==> config.mk <==
export PLATFORM = sky130hd
export DESIGN_NAME = uart_fifo_lvl_flat
export DESIGN_NICKNAME = d
export VERILOG_FILES = /design/src/rtl/uart_fifo_lvl_pkg.sv /design/src/rtl/uart_fifo_lvl_if.sv /design/src/rtl/uart_fifo_lvl_ram.sv /design/src/rtl/uart_fifo_lvl.sv /design/src/flat_wrapper.sv
export SDC_FILE = /design/constraint.sdc
export NUM_CORES = 1
export LEC_CHECK = 0
export CELL_PAD_IN_SITES_DETAIL_PLACEMENT = 1
export CELL_PAD_IN_SITES_GLOBAL_PLACEMENT = 1
export CORE_UTILIZATION = 50
export DETAILED_ROUTE_END_ITERATION = 6
export MAX_ROUTING_LAYER = met4
export PLACE_DENSITY = 0.88
export SLEW_MARGIN = 20
export SYNTH_ARGS = -nofsm -noshare
export SYNTH_HDL_FRONTEND = slang
export SYNTH_SLANG_ARGS = --single-unit
==> constraint.sdc <==
create_clock -name clk -period 4.33 [get_ports clk]
set_clock_uncertainty 0.1 [all_clocks]
set_input_delay 1.0825 -clock clk [delete_from_list [all_inputs] [get_ports clk]]
set_output_delay 1.0825 -clock clk [all_outputs]
set_load 0.01 [all_outputs]
==> src/rtl/uart_fifo_lvl_pkg.sv <==
// uart_fifo_lvl_pkg: shared defaults and depth helper for the UART FIFOs
package uart_fifo_lvl_pkg;
    localparam int DEF_DATA_W  = 8;
    localparam int DEF_ADDR_W  = 4;
    localparam int RX_AF_LEVEL = 12;
    localparam int RX_AE_LEVEL = 2;
    localparam int TX_AF_LEVEL = 12;
    localparam int TX_AE_LEVEL = 2;

    function automatic int fifo_depth(input int addr_w);
        return 1 << addr_w;
    endfunction
endpackage

==> src/rtl/uart_fifo_lvl_if.sv <==
// uart_fifo_lvl_if: host-side FIFO bus; master drives requests, slave is the FIFO
interface uart_fifo_lvl_if
    import uart_fifo_lvl_pkg::*;
#(
    parameter int DATA_W = DEF_DATA_W,
    parameter int ADDR_W = DEF_ADDR_W
);
    logic              flush;
    logic              wr;
    logic [DATA_W-1:0] w_data;
    logic              rd;
    logic              clr_err;
    logic [DATA_W-1:0] r_data;
    logic              empty;
    logic              full;
    logic              almost_full;
    logic              almost_empty;
    logic [ADDR_W:0]   level;
    logic              overflow;
    logic              underflow;

    modport master (
        output flush, wr, w_data, rd, clr_err,
        input  r_data, empty, full, almost_full, almost_empty, level, overflow, underflow
    );

    modport slave (
        input  flush, wr, w_data, rd, clr_err,
        output r_data, empty, full, almost_full, almost_empty, level, overflow, underflow
    );
endinterface

==> src/rtl/uart_fifo_lvl_ram.sv <==
// uart_fifo_lvl_ram: register file, synchronous write and asynchronous read
module uart_fifo_lvl_ram #(
    parameter int DATA_W = 8,
    parameter int ADDR_W = 4
) (
    input  logic              clk,
    input  logic              we_i,
    input  logic [ADDR_W-1:0] waddr_i,
    input  logic [DATA_W-1:0] wdata_i,
    input  logic [ADDR_W-1:0] raddr_i,
    output logic [DATA_W-1:0] rdata_o
);
    logic [DATA_W-1:0] mem_q [1 << ADDR_W];

    // store the incoming word; contents are never cleared
    always_ff @(posedge clk) begin
        if (we_i) mem_q[waddr_i] <= wdata_i;
    end

    assign rdata_o = mem_q[raddr_i];
endmodule

==> src/rtl/uart_fifo_lvl.sv <==
// uart_fifo_lvl: show-ahead FIFO with occupancy, threshold flags and sticky errors
module uart_fifo_lvl
    import uart_fifo_lvl_pkg::*;
#(
    parameter int DATA_W   = DEF_DATA_W,
    parameter int ADDR_W   = DEF_ADDR_W,
    parameter int AF_LEVEL = RX_AF_LEVEL,
    parameter int AE_LEVEL = RX_AE_LEVEL
) (
    input logic            clk,
    input logic            rst,
    uart_fifo_lvl_if.slave bus
);
    localparam int DEPTH = fifo_depth(ADDR_W);

    if (AF_LEVEL < 1 || AF_LEVEL > DEPTH) begin : g_bad_af
        $error("uart_fifo_lvl: AF_LEVEL outside 1..depth");
    end
    if (AE_LEVEL < 0 || AE_LEVEL > DEPTH - 1) begin : g_bad_ae
        $error("uart_fifo_lvl: AE_LEVEL outside 0..depth-1");
    end

    logic [ADDR_W-1:0] w_ptr_q, w_ptr_d, r_ptr_q, r_ptr_d;
    logic [ADDR_W:0]   level_q, level_d;
    logic              ovf_q, ovf_d, unf_q, unf_d;
    logic              is_full, is_empty, wr_ok, rd_ok;

    assign is_full  = level_q == (ADDR_W+1)'(DEPTH);
    assign is_empty = level_q == '0;

    // accept decisions and next state; flush clears everything but the memory
    always_comb begin
        wr_ok   = bus.wr && (!is_full || bus.rd);
        rd_ok   = bus.rd && !is_empty;
        w_ptr_d = bus.flush ? '0 : wr_ok ? w_ptr_q + 1'b1 : w_ptr_q;
        r_ptr_d = bus.flush ? '0 : rd_ok ? r_ptr_q + 1'b1 : r_ptr_q;
        level_d = bus.flush ? '0 :
                  (wr_ok && !rd_ok) ? level_q + 1'b1 :
                  (rd_ok && !wr_ok) ? level_q - 1'b1 : level_q;
        ovf_d   = !bus.flush && ((bus.wr && !wr_ok) || (ovf_q && !bus.clr_err));
        unf_d   = !bus.flush && ((bus.rd && !rd_ok) || (unf_q && !bus.clr_err));
    end

    // state registers with active-low synchronous reset
    always_ff @(posedge clk) begin
        if (!rst) begin
            w_ptr_q <= '0;
            r_ptr_q <= '0;
            level_q <= '0;
            ovf_q   <= 1'b0;
            unf_q   <= 1'b0;
        end else begin
            w_ptr_q <= w_ptr_d;
            r_ptr_q <= r_ptr_d;
            level_q <= level_d;
            ovf_q   <= ovf_d;
            unf_q   <= unf_d;
        end
    end

    uart_fifo_lvl_ram #(.DATA_W(DATA_W), .ADDR_W(ADDR_W)) u_ram (
        .clk     (clk),
        .we_i    (wr_ok && rst && !bus.flush),
        .waddr_i (w_ptr_q),
        .wdata_i (bus.w_data),
        .raddr_i (r_ptr_q),
        .rdata_o (bus.r_data)
    );

    assign bus.empty        = is_empty;
    assign bus.full         = is_full;
    assign bus.almost_full  = level_q >= (ADDR_W+1)'(AF_LEVEL);
    assign bus.almost_empty = level_q <= (ADDR_W+1)'(AE_LEVEL);
    assign bus.level        = level_q;
    assign bus.overflow     = ovf_q;
    assign bus.underflow    = unf_q;
endmodule
==> src/flat_wrapper.sv <==
// flat-port wrapper written by rule: the top's interface ports become plain ports
module uart_fifo_lvl_flat import uart_fifo_lvl_pkg::*;
#(
    parameter int DATA_W   = DEF_DATA_W,
    parameter int ADDR_W   = DEF_ADDR_W,
    parameter int AF_LEVEL = RX_AF_LEVEL,
    parameter int AE_LEVEL = RX_AE_LEVEL
)
  (clk, rst, bus_flush, bus_wr, bus_w_data, bus_rd, bus_clr_err, bus_r_data, bus_empty, bus_full, bus_almost_full, bus_almost_empty, bus_level, bus_overflow, bus_underflow);
  uart_fifo_lvl_if #(.DATA_W(DATA_W), .ADDR_W(ADDR_W)) bus_i ();
  input logic clk;
  input logic rst;
  input wire logic [$bits(bus_i.flush)-1:0] bus_flush;
  input wire logic [$bits(bus_i.wr)-1:0] bus_wr;
  input wire logic [$bits(bus_i.w_data)-1:0] bus_w_data;
  input wire logic [$bits(bus_i.rd)-1:0] bus_rd;
  input wire logic [$bits(bus_i.clr_err)-1:0] bus_clr_err;
  output wire logic [$bits(bus_i.r_data)-1:0] bus_r_data;
  output wire logic [$bits(bus_i.empty)-1:0] bus_empty;
  output wire logic [$bits(bus_i.full)-1:0] bus_full;
  output wire logic [$bits(bus_i.almost_full)-1:0] bus_almost_full;
  output wire logic [$bits(bus_i.almost_empty)-1:0] bus_almost_empty;
  output wire logic [$bits(bus_i.level)-1:0] bus_level;
  output wire logic [$bits(bus_i.overflow)-1:0] bus_overflow;
  output wire logic [$bits(bus_i.underflow)-1:0] bus_underflow;
  assign bus_i.flush = bus_flush;
  assign bus_i.wr = bus_wr;
  assign bus_i.w_data = bus_w_data;
  assign bus_i.rd = bus_rd;
  assign bus_i.clr_err = bus_clr_err;
  assign bus_r_data = bus_i.r_data;
  assign bus_empty = bus_i.empty;
  assign bus_full = bus_i.full;
  assign bus_almost_full = bus_i.almost_full;
  assign bus_almost_empty = bus_i.almost_empty;
  assign bus_level = bus_i.level;
  assign bus_overflow = bus_i.overflow;
  assign bus_underflow = bus_i.underflow;
  uart_fifo_lvl #(.DATA_W(DATA_W), .ADDR_W(ADDR_W), .AF_LEVEL(AF_LEVEL), .AE_LEVEL(AE_LEVEL)) u_core (.clk(clk), .rst(rst), .bus(bus_i));
endmodule
Yosys cells after proc, flatten, opt, wreduce, memory -nomap -nowiden
Memories as Yosys holds them, arrays and structs flattened. A register that Yosys moved wholly into a read port is not among the register bits.
Cells that the tools add are included.
- bits in registers: 15
- latch bits: 0
- bits in writable memories: 128
- ROM bits: 0
- output and inout port bits: 19
- word-level logic and storage cells: 44
- memories kept: 1
- add/subtract/negate cells: 4
- multiply operators: 0
- divide/modulo/power cells: 0
- order comparisons: 2
- equal/unequal tests: 1
- shift-type cells: 0
- muxes and demuxes: 6
- bitwise gates (word level): 1
- reduce and logical (&&, ||, !) cells: 24
- memory list (name ; words ; bits a word ; read ports ; clocked after Yosys merged registers in ; write ports ; RTL line ; text):
    u_core.u_ram.mem_q ; 16 ; 8 ; 1 ; 1 ; 1 ; uart_fifo_lvl_ram.sv:13 ; logic [DATA_W-1:0] mem_q [1 << ADDR_W];
- operators with widths (cell ; count):
    logical AND 1 bit ; 12
    two-way mux 5 bit ; 2
    adder 4 x 1 -> 4 bit (second input constant) ; 2
    two-way mux 4 bit ; 2
    zero test 1 bit ; 6
    adder 5 x 1 -> 5 bit (second input constant) ; 1
    == test 5 bit (second input constant) ; 1
    greater-or-equal comparator 5 x 4 -> 1 bit (second input constant) ; 1
    less-or-equal comparator 5 x 2 -> 1 bit (second input constant) ; 1
    zero test 5 bit ; 1
    subtractor 5 x 1 -> 5 bit (second input constant) ; 1
    logical OR 1 bit ; 3
    two-way mux 1 bit ; 2
    nonzero test 2 bit ; 1
    OR reduction 2 bit ; 1
    NOT 1 bit ; 1

Longest topological paths before layout
Gate-level depths: netlist of run 1.
- word-level depth: 8
- depth in mapped cells: 11

Modules after synthesis
From an unflattened synthesis of run 1, not the netlist that was laid out.
- cell total of the unflattened synthesis: 311
- area total of the unflattened synthesis: 5813.1 sq um
- modules (own cells, without submodules) (module ; times used ; cells an instance ; area each (sq um)):
    uart_fifo_lvl_ram ; 1 ; 221 ; 4987.3
    uart_fifo_lvl ; 1 ; 90 ; 825.8

Worst setup path after synthesis of run 1
Ideal clock, no wire load.
- path type: input to register
- start: in bus_rd
- end: reg u_core.level_q[4], in the netlist u_core.bus.level[4]
- setup time: 0.116 ns
- arrival: 2.601 ns
- slack: 1.513 ns
- stages on the path: 9
- path buffers: 0
- path through: o31ai_4 -> inv_1 -> ha_1 -> inv_1 -> ha_1 -> a21oi_1 -> a211o_1 -> a211oi_1 -> a31o_2
- cells in the longest elaborated chain, start to end: 5
- elaborated cells between the ends (all ways): 9
- ends and longest elaborated chain (item ; RTL line ; text):
    start: declaration ; flat_wrapper.sv:16 ; input wire logic [$bits(bus_i.rd)-1:0] bus_rd;
    logical OR 1 bit (*) ; uart_fifo_lvl.sv:33 ; wr_ok = bus.wr && (!is_full || bus.rd);
    logical AND 1 bit (*) ; uart_fifo_lvl.sv:33 ;
    net u_core.wr_ok ; uart_fifo_lvl.sv:26 ; logic is_full, is_empty, wr_ok, rd_ok;
    zero test 1 bit ; uart_fifo_lvl.sv:39 ; (rd_ok && !wr_ok) ? level_q - 1'b1 : level_q;
    logical AND 1 bit ; uart_fifo_lvl.sv:39 ;
    nonzero test 2 bit (no source line) ; -- ;
    end signal: assignment ; uart_fifo_lvl.sv:55 ; level_q <= level_d;
    end: declaration ; uart_fifo_lvl.sv:24 ; logic [ADDR_W:0] level_q, level_d;
Mark *: on every way through the listed nets, which the timed path passes. The rest lies on a longest branch.
A chain may end at the register's enable or synchronous reset.

==> results.sh, run 1 <==
export IMPL_viasPerCell=6.08
export IMPL_layout_common_cells="edfxtp_1, nor2_1, mux4_2, clkdlybuf4s50_1"
export IMPL_htreeDepth=4
export IMPL_hpwlAfterDp_mm=8.40
export IMPL_p_clk_frac=0.463
export IMPL_cts_resized=0
export IMPL_syn_avg_cell_area_sq_um=18.2
export IMPL_grt_ovfl_total=0
export IMPL_finalWirelength_mm=13.1
export IMPL_cp_slowest_stage_delay_ns=0.67
export IMPL_hold_path_class="flip-flop to flip-flop"
export IMPL_cp_max_fo=20
export IMPL_p_int_mw=2.82
export IMPL_timing_final_crit_share=0.924
export IMPL_cts_root_buffer="clkbuf_16"
export IMPL_cts_buffer_depth=2
export IMPL_ir_worst_vdd_v=0.000310
export IMPL_drtIter0Drc=284
export IMPL_rsz0062_at_grt="no"
export IMPL_synth_area_leader_cell="edfxtp_1"
export IMPL_wl_met1_mm=5.13
export IMPL_clk_latency_ns=0.42
export IMPL_final_common_cell="edfxtp_1"
export IMPL_finalHoldViolations=0
export IMPL_ys_seq_area_frac=0.718
export IMPL_critPathLaunchType="flip-flop"
export IMPL_ys_top_cells_by_area="edfxtp_1, mux4_2, dfxtp_1"
export IMPL_ys_warn_count=0
export IMPL_synth_edf_count=128
export IMPL_setup_viol=0
export IMPL_syn_nets=347
export IMPL_slew_headroom=0.396
export IMPL_worst_ep_required_time_ns=3.15
export IMPL_fillers=987
export IMPL_num_io_pins=33
export IMPL_clock_fmax_ghz=0.250
export IMPL_synthDistinctLibCells=39
export IMPL_grt_pass1_vias=3564
export IMPL_crit_cells=5
export IMPL_timing_max_cap_violations=0
export IMPL_cp_end_kind="output pin"
export IMPL_die_h_microns=111
export IMPL_ant_nets=0
export IMPL_firstDrtPassIters=5
export IMPL_dieArea_sq_um=12200
export IMPL_status="completed"
export IMPL_antenna_cells=0
export IMPL_combinationalPowerShare=0.094
export IMPL_drive_gt1_frac=0.221
export IMPL_worst_pin_slew_ns=0.903
export IMPL_cts_tree="done"
export IMPL_die_x_microns=111
export IMPL_r2r_start="u_core.bus.level[0]$_SDFFE_PP0P_"
export IMPL_rr_endpoint="u_core.bus.level[4]$_SDFFE_PP0P_"
export IMPL_path_buf_inv=2
export IMPL_cts_sinks=147
export IMPL_antenna_found_initial=0
export IMPL_slew_viol_final=0
export IMPL_netlist_instances=323
export IMPL_p_leak_nw=2.31
export IMPL_fin_util=0.617
export IMPL_path_clk_slew_ns=0.06
export IMPL_period_needed_ns=4.00
export IMPL_gp_congestion=0.795
export IMPL_grt_max_degree=33
export IMPL_synth_top_area_frac=0.653
export IMPL_start_util=0.513
export IMPL_fin_setup_tns_ns=0
export IMPL_cts_buffers=17
export IMPL_portBuffers=32
export IMPL_p_sw_frac=0.212
export IMPL_drc=0
export IMPL_wl_per_cell_microns=24.8
export IMPL_dr_max_layer_used="met4"
export IMPL_rrSetupSlack_ns=1.38
export IMPL_post_cts_buffers=0
export IMPL_gr_usage_all_layers=0.241
export IMPL_synth_async_sr_flop_share=0
export IMPL_vias=3203
export IMPL_core_area_sq_um=11500
export IMPL_nNetsFinal=395
export IMPL_r2r_cells=10
export IMPL_syn_area_sq_um=5890
export IMPL_crit_end="bus_r_data[7]"
export IMPL_crit_arrival_ns=2.82
export IMPL_cp_top_family="buffers and inverters"
export IMPL_num_rows=39
export IMPL_dr_wl_met2_mm=7.07
export IMPL_cp_slowest_cell="dfxtp_2"
export IMPL_dr_wl_met3_microns=732
export IMPL_pwr_share_seq=0.443
export IMPL_ys_ff_latch=147
export IMPL_synthFlopType="edfxtp_1"
export IMPL_grt_first_pass_wirelength_mm=20.7
export IMPL_switchingPower_mw=0.757
export IMPL_power_density_nw_per_um2=505
export IMPL_holdBufCountCts=0
export IMPL_crit_chain="buf_12 -> mux4_2 -> a22oi_1 -> nand2_1 -> clkdlybuf4s50_1"
export IMPL_critPathKind="flip-flop to output pin"
export IMPL_synthToLayoutAreaGrowth_pct=20.2
-- Yosys cell counts, drive strengths merged, types with 2 or more instances --
master  instances
nor2b           3
buf             8
a22oi          18
or3             3
xor2            4
nand2          13
inv             6
mux2i           2
nand3          11
clkbuf          6
mux4           32
or4             3
dfxtp          19
edfxtp        128
o211ai          2
nor2           34
xnor2           2
o21ai           2
ha              9
a21oi           5
-- sequential cells by signal, indices dropped and copies added, names as in the netlist, named ones only --
| signal | flops |
|---|---|
| u_core.bus.level | 5 |
| u_core.bus.overflow | 1 |
| u_core.bus.underflow | 1 |
| u_core.r_ptr_q | 4 |
| u_core.u_ram.mem_q | 128 |
| u_core.w_ptr_q | 4 |
-- worst min path at each step --
stage / start / to / slack, ns / depth (start not counted)
2_1_floorplan: u_core.r_ptr_q[3]$_SDFFE_PP0P_ / flip-flop / 0.36 / 2
5_1_grt: u_core.w_ptr_q[1]$_SDFFE_PP0P_ / u_core.w_ptr_q[1]$_SDFFE_PP0P_ / 0.45 / 2
3_5_place_dp: u_core.bus.underflow$_SDFF_PN0_ / u_core.bus.underflow$_SDFF_PN0_ / 0.41 / 2
6_report: u_core.r_ptr_q[3]$_SDFFE_PP0P_ / flip-flop / 0.41 / 2
3_3_place_gp: u_core.r_ptr_q[3]$_SDFFE_PP0P_ / u_core.r_ptr_q[3]$_SDFFE_PP0P_ / 0.38 / 2
4_1_cts: u_core.w_ptr_q[1]$_SDFFE_PP0P_ / u_core.w_ptr_q[1]$_SDFFE_PP0P_ / 0.42 / 2
-- metal layers --
metal,global-route usage,vias to the layer above
met5,-,-
met1,0.289,1679
met3,0.0532,15
met2,0.403,123
met4,0.0880,0
li1,-,1386
-- cell type report --
cell class,instances,area [sq um],area share
inverters,6,22.5,0.00318
multi-input cells,156,1560,0.221
clock buffers,19,443,0.0626
well taps,143,179,0.0253
repair buffers,43,415,0.0587
flip-flops and latches,147,4230,0.597
clock inverters,13,231,0.0327
-- metrics by stage --
| stage | setup WS (ns) | cells | total power, mW | hold slack, ns | instance area [sq um] |
|---|---|---|---|---|---|
| floorplan | 1.51 | 323 | 1.82 | 0.359 | 5890 |
| global placement | 0.725 | 495 | 1.93 | 0.376 | 6400 |
| detailed placement | 0.596 | 495 | 1.95 | 0.407 | 6400 |
| CTS | 0.271 | 527 | 3.60 | 0.422 | 7080 |
| global route | 0.141 | 527 | 3.67 | 0.450 | 7080 |
| finish | 0.327 | 527 | 3.57 | 0.414 | 7080 |
-- cells by family after synthesis --
| logic type | count (synthesis) | synth area share |
|---|---|---|
| AOI/OAI and AO/OA | 34 | 0.0487 |
| xor gates and xnor gates | 6 | 0.00893 |
| adders and majority gates | 10 | 0.0225 |
| buffers and inverters | 20 | 0.0172 |
| DFF | 147 | 0.718 |
| muxes | 34 | 0.126 |
| and+or+nand+nor | 72 | 0.0593 |
-- tightest hold or removal path, delay by kind of cell (launching register included) --
| family | cells | cell delay [ns] |
|---|---|---|
| flip-flops | 1 | 0.32 |
| AO/OA/AOI/OAI | 1 | 0.09 |
| AND/OR/NAND/NOR | 1 | 0.07 |
-- power by group through the flow --
stage          clock, mW  sequential (mW)  combinational, mW
3_5_place_dp           0             1.61              0.338
2_1_floorplan          0             1.60              0.219
4_1_cts             1.67             1.59              0.341
5_1_grt             1.72             1.59              0.366
6_report            1.65             1.58              0.336
3_3_place_gp           0             1.61              0.321
Power figures use the tool's default switching activity.
==> run 2, diff against run 1 <==
--- a/config.mk
+++ b/config.mk
@@ -5,6 +5,7 @@
 export SDC_FILE = /design/constraint.sdc
 export NUM_CORES = 1
 export LEC_CHECK = 0
+export CAP_MARGIN = 20
 export CELL_PAD_IN_SITES_DETAIL_PLACEMENT = 1
 export CELL_PAD_IN_SITES_GLOBAL_PLACEMENT = 1
 export CORE_UTILIZATION = 50
==> results of run 2 <==
The final DEF is identical to that of run 1; final timing and power are the same.
==> run 3, diff against run 2 <==
--- a/config.mk
+++ b/config.mk
@@ -8,10 +8,11 @@
 export CAP_MARGIN = 20
 export CELL_PAD_IN_SITES_DETAIL_PLACEMENT = 1
 export CELL_PAD_IN_SITES_GLOBAL_PLACEMENT = 1
-export CORE_UTILIZATION = 50
+export CORE_UTILIZATION = 49
 export DETAILED_ROUTE_END_ITERATION = 6
+export DONT_BUFFER_PORTS = 1
 export MAX_ROUTING_LAYER = met4
-export PLACE_DENSITY = 0.88
+export PLACE_DENSITY = 0.86
 export SLEW_MARGIN = 20
 export SYNTH_ARGS = -nofsm -noshare
 export SYNTH_HDL_FRONTEND = slang
==> constraint.sdc (replaced) <==
create_clock -name clk -period 3.24 [get_ports clk]
set_clock_uncertainty 0.1 [all_clocks]
set_input_delay 0.81 -clock clk [delete_from_list [all_inputs] [get_ports clk]]
set_output_delay 0.81 -clock clk [all_outputs]
set_load 0.01 [all_outputs]
==> results.sh, run 3 (synthesis results as in run 1) <==
export IMPL_critPathLaunchType="flip-flop"
export IMPL_cts_tree="done"
export IMPL_r2r_cells=10
export IMPL_fillers=982
export IMPL_htreeDepth=4
export IMPL_pwr_share_seq=0.463
export IMPL_worst_ep_required_time_ns=2.33
export IMPL_timing_max_cap_violations=0
export IMPL_start_util=0.509
export IMPL_nNetsFinal=365
export IMPL_ant_nets=0
export IMPL_violations="DRC"
export IMPL_seqCellArea_sq_um=4230
export IMPL_status="finished, violations left"
export IMPL_clock_fmax_ghz=0.333
export IMPL_multiInputGateArea_sq_um=1570
export IMPL_wl_per_cell_microns=24.2
export IMPL_whs_endpoint="u_core.u_ram.mem_q[13][6]$_DFFE_PP_"
export IMPL_p_int_mw=3.59
export IMPL_setup_viol=0
export IMPL_grt_first_pass_wirelength_mm=18.9
export IMPL_layout_common_cells="edfxtp_1, nor2_1, mux4_2, a22oi_1, dfxtp_1"
export IMPL_power_density_nw_per_um2=675
export IMPL_die_h_microns=112
export IMPL_core_area_sq_um=11600
export IMPL_cts_sinks=147
export IMPL_clk_latency_ns=0.42
export IMPL_cts_root_buffer="clkbuf_16"
export IMPL_gp_congestion=0.745
export IMPL_grt_pass1_vias=3234
export IMPL_p_clk_frac=0.462
export IMPL_firstDrtPassIters=6
export IMPL_rsz0062_at_grt="no"
export IMPL_finalHoldViolations=0
export IMPL_portBuffers=0
export IMPL_cp_end_kind="output pin"
export IMPL_p_leak_nw=2.19
export IMPL_viasPerCell=5.93
export IMPL_combinationalPowerShare=0.074
export IMPL_period_needed_ns=3.00
export IMPL_r2r_start="u_core.bus.level[0]$_SDFFE_PP0P_"
export IMPL_antenna_cells=0
export IMPL_rrSetupSlack_ns=0.29
export IMPL_slew_viol_final=0
export IMPL_rr_endpoint="u_core.bus.level[4]$_SDFFE_PP0P_"
export IMPL_p_sw_frac=0.212
export IMPL_worst_pin_slew_ns=1.01
export IMPL_cts_buffers=17
export IMPL_grt_max_degree=33
export IMPL_cts_buffer_depth=2
export IMPL_drive_gt1_frac=0.246
export IMPL_timing_final_crit_share=0.927
export IMPL_top_register="u_core.u_ram.mem_q"
export IMPL_slew_headroom=0.327
export IMPL_crit_arrival_ns=2.09
export IMPL_antenna_found_initial=0
export IMPL_drtIter0Drc=252
export IMPL_largest_reg_flops=128
export IMPL_hold_path_class="input pin to flip-flop"
export IMPL_finalWirelength_mm=12.0
export IMPL_pre_cts_slack_ns=0.253
export IMPL_gr_usage_all_layers=0.222
export IMPL_final_common_cell="edfxtp_1"
export IMPL_ir_worst_vdd_v=0.000387
export IMPL_hold_depth=0
export IMPL_drc=2
export IMPL_critPathKind="flip-flop to output pin"
export IMPL_hpwlAfterDp_mm=7.73
export IMPL_fin_setup_tns_ns=0
export IMPL_hp_start="bus_w_data[6]"
export IMPL_num_io_pins=33
export IMPL_num_rows=39
export IMPL_grt_ovfl_total=0
export IMPL_synthToLayoutAreaGrowth_pct=14.8
export IMPL_timing_final_ws_setup_ns=0.237
export IMPL_cp_max_fo=32
export IMPL_dieArea_sq_um=12500
export IMPL_path_clk_slew_ns=0.06
export IMPL_die_x_microns=112
export IMPL_vias=2948
export IMPL_switchingPower_mw=0.965
export IMPL_fin_util=0.584
export IMPL_holdBufCountCts=0
## run 3: cell types whose count changed in the layout (fill, tap and decap cells not counted)
cell,previous run,this run
clkdlybuf4s50_1,32,0
buf_12,1,2
a21oi_1,5,4
clkinvlp_4,2,1
a21oi_2,0,1
buf_4,10,11
clkinv_2,2,3
clkbuf_1,1,2
inv_6,0,1
bufinv_16,6,5
clkbuf_8,1,0
## run 3: how the worst max path moves through the flow
stage / start / end
floorplan: u_core.bus.level[0]$_SDFFE_PP0P_ / u_core.bus.level[4]$_SDFFE_PP0P_
global placement: u_core.bus.level[0]$_SDFFE_PP0P_ / u_core.bus.level[4]$_SDFFE_PP0P_
detailed placement: u_core.bus.level[0]$_SDFFE_PP0P_ / u_core.bus.level[4]$_SDFFE_PP0P_
CTS: flip-flop / bus_r_data[4]
global route: u_core.bus.level[0]$_SDFFE_PP0P_ / u_core.bus.level[4]$_SDFFE_PP0P_
finish: flip-flop / bus_r_data[4]
## run 3: per-layer routing
layer | global-route usage | wire length, microns
met5 | - | 0
met4 | 0.0973 | 233
met2 | 0.357 | 6130
met1 | 0.262 | 5090
met3 | 0.0631 | 562
## run 3: area by class of cell
class,count,share of cell area
repair buffers,13,0.0182
inverters,6,0.00333
clock inverters,13,0.0307
clock buffers,19,0.0641
flip-flops and latches,147,0.625
multi-input cells,156,0.232
well taps,143,0.0265
## run 3: power by group through the flow
stage	clock network, mW	logic (mW)	registers, mW
detailed placement	0	0.339	2.15
floorplan	0	0.292	2.14
global route	2.20	0.373	2.12
finish	2.11	0.338	2.11
global placement	0	0.326	2.15
CTS	2.13	0.342	2.11
## run 3: what timing repair did
action / in CTS / in global routing
setup buffers: 0 / 0
resized for setup: 0 / 1
endpoints found under the setup margin: 0 / 1
## run 3: metrics by stage
stage	cell area [sq um]	hold slack, ns	std cells	total power, mW
2_1_floorplan	5890	0.359	323	2.44
6_report	6760	0.381	497	4.56
3_3_place_gp	6110	0.394	465	2.48
4_1_cts	6750	0.367	497	4.58
5_1_grt	6760	0.362	497	4.69
3_5_place_dp	6110	0.409	465	2.49
## run 3: worst max-delay path, cell delays in order (launching register included)
cell and delay, ns:
dfxtp_2 0.34, buf_12 0.26, mux4_2 0.56, a22oi_1 0.31, nand2_1 0.19
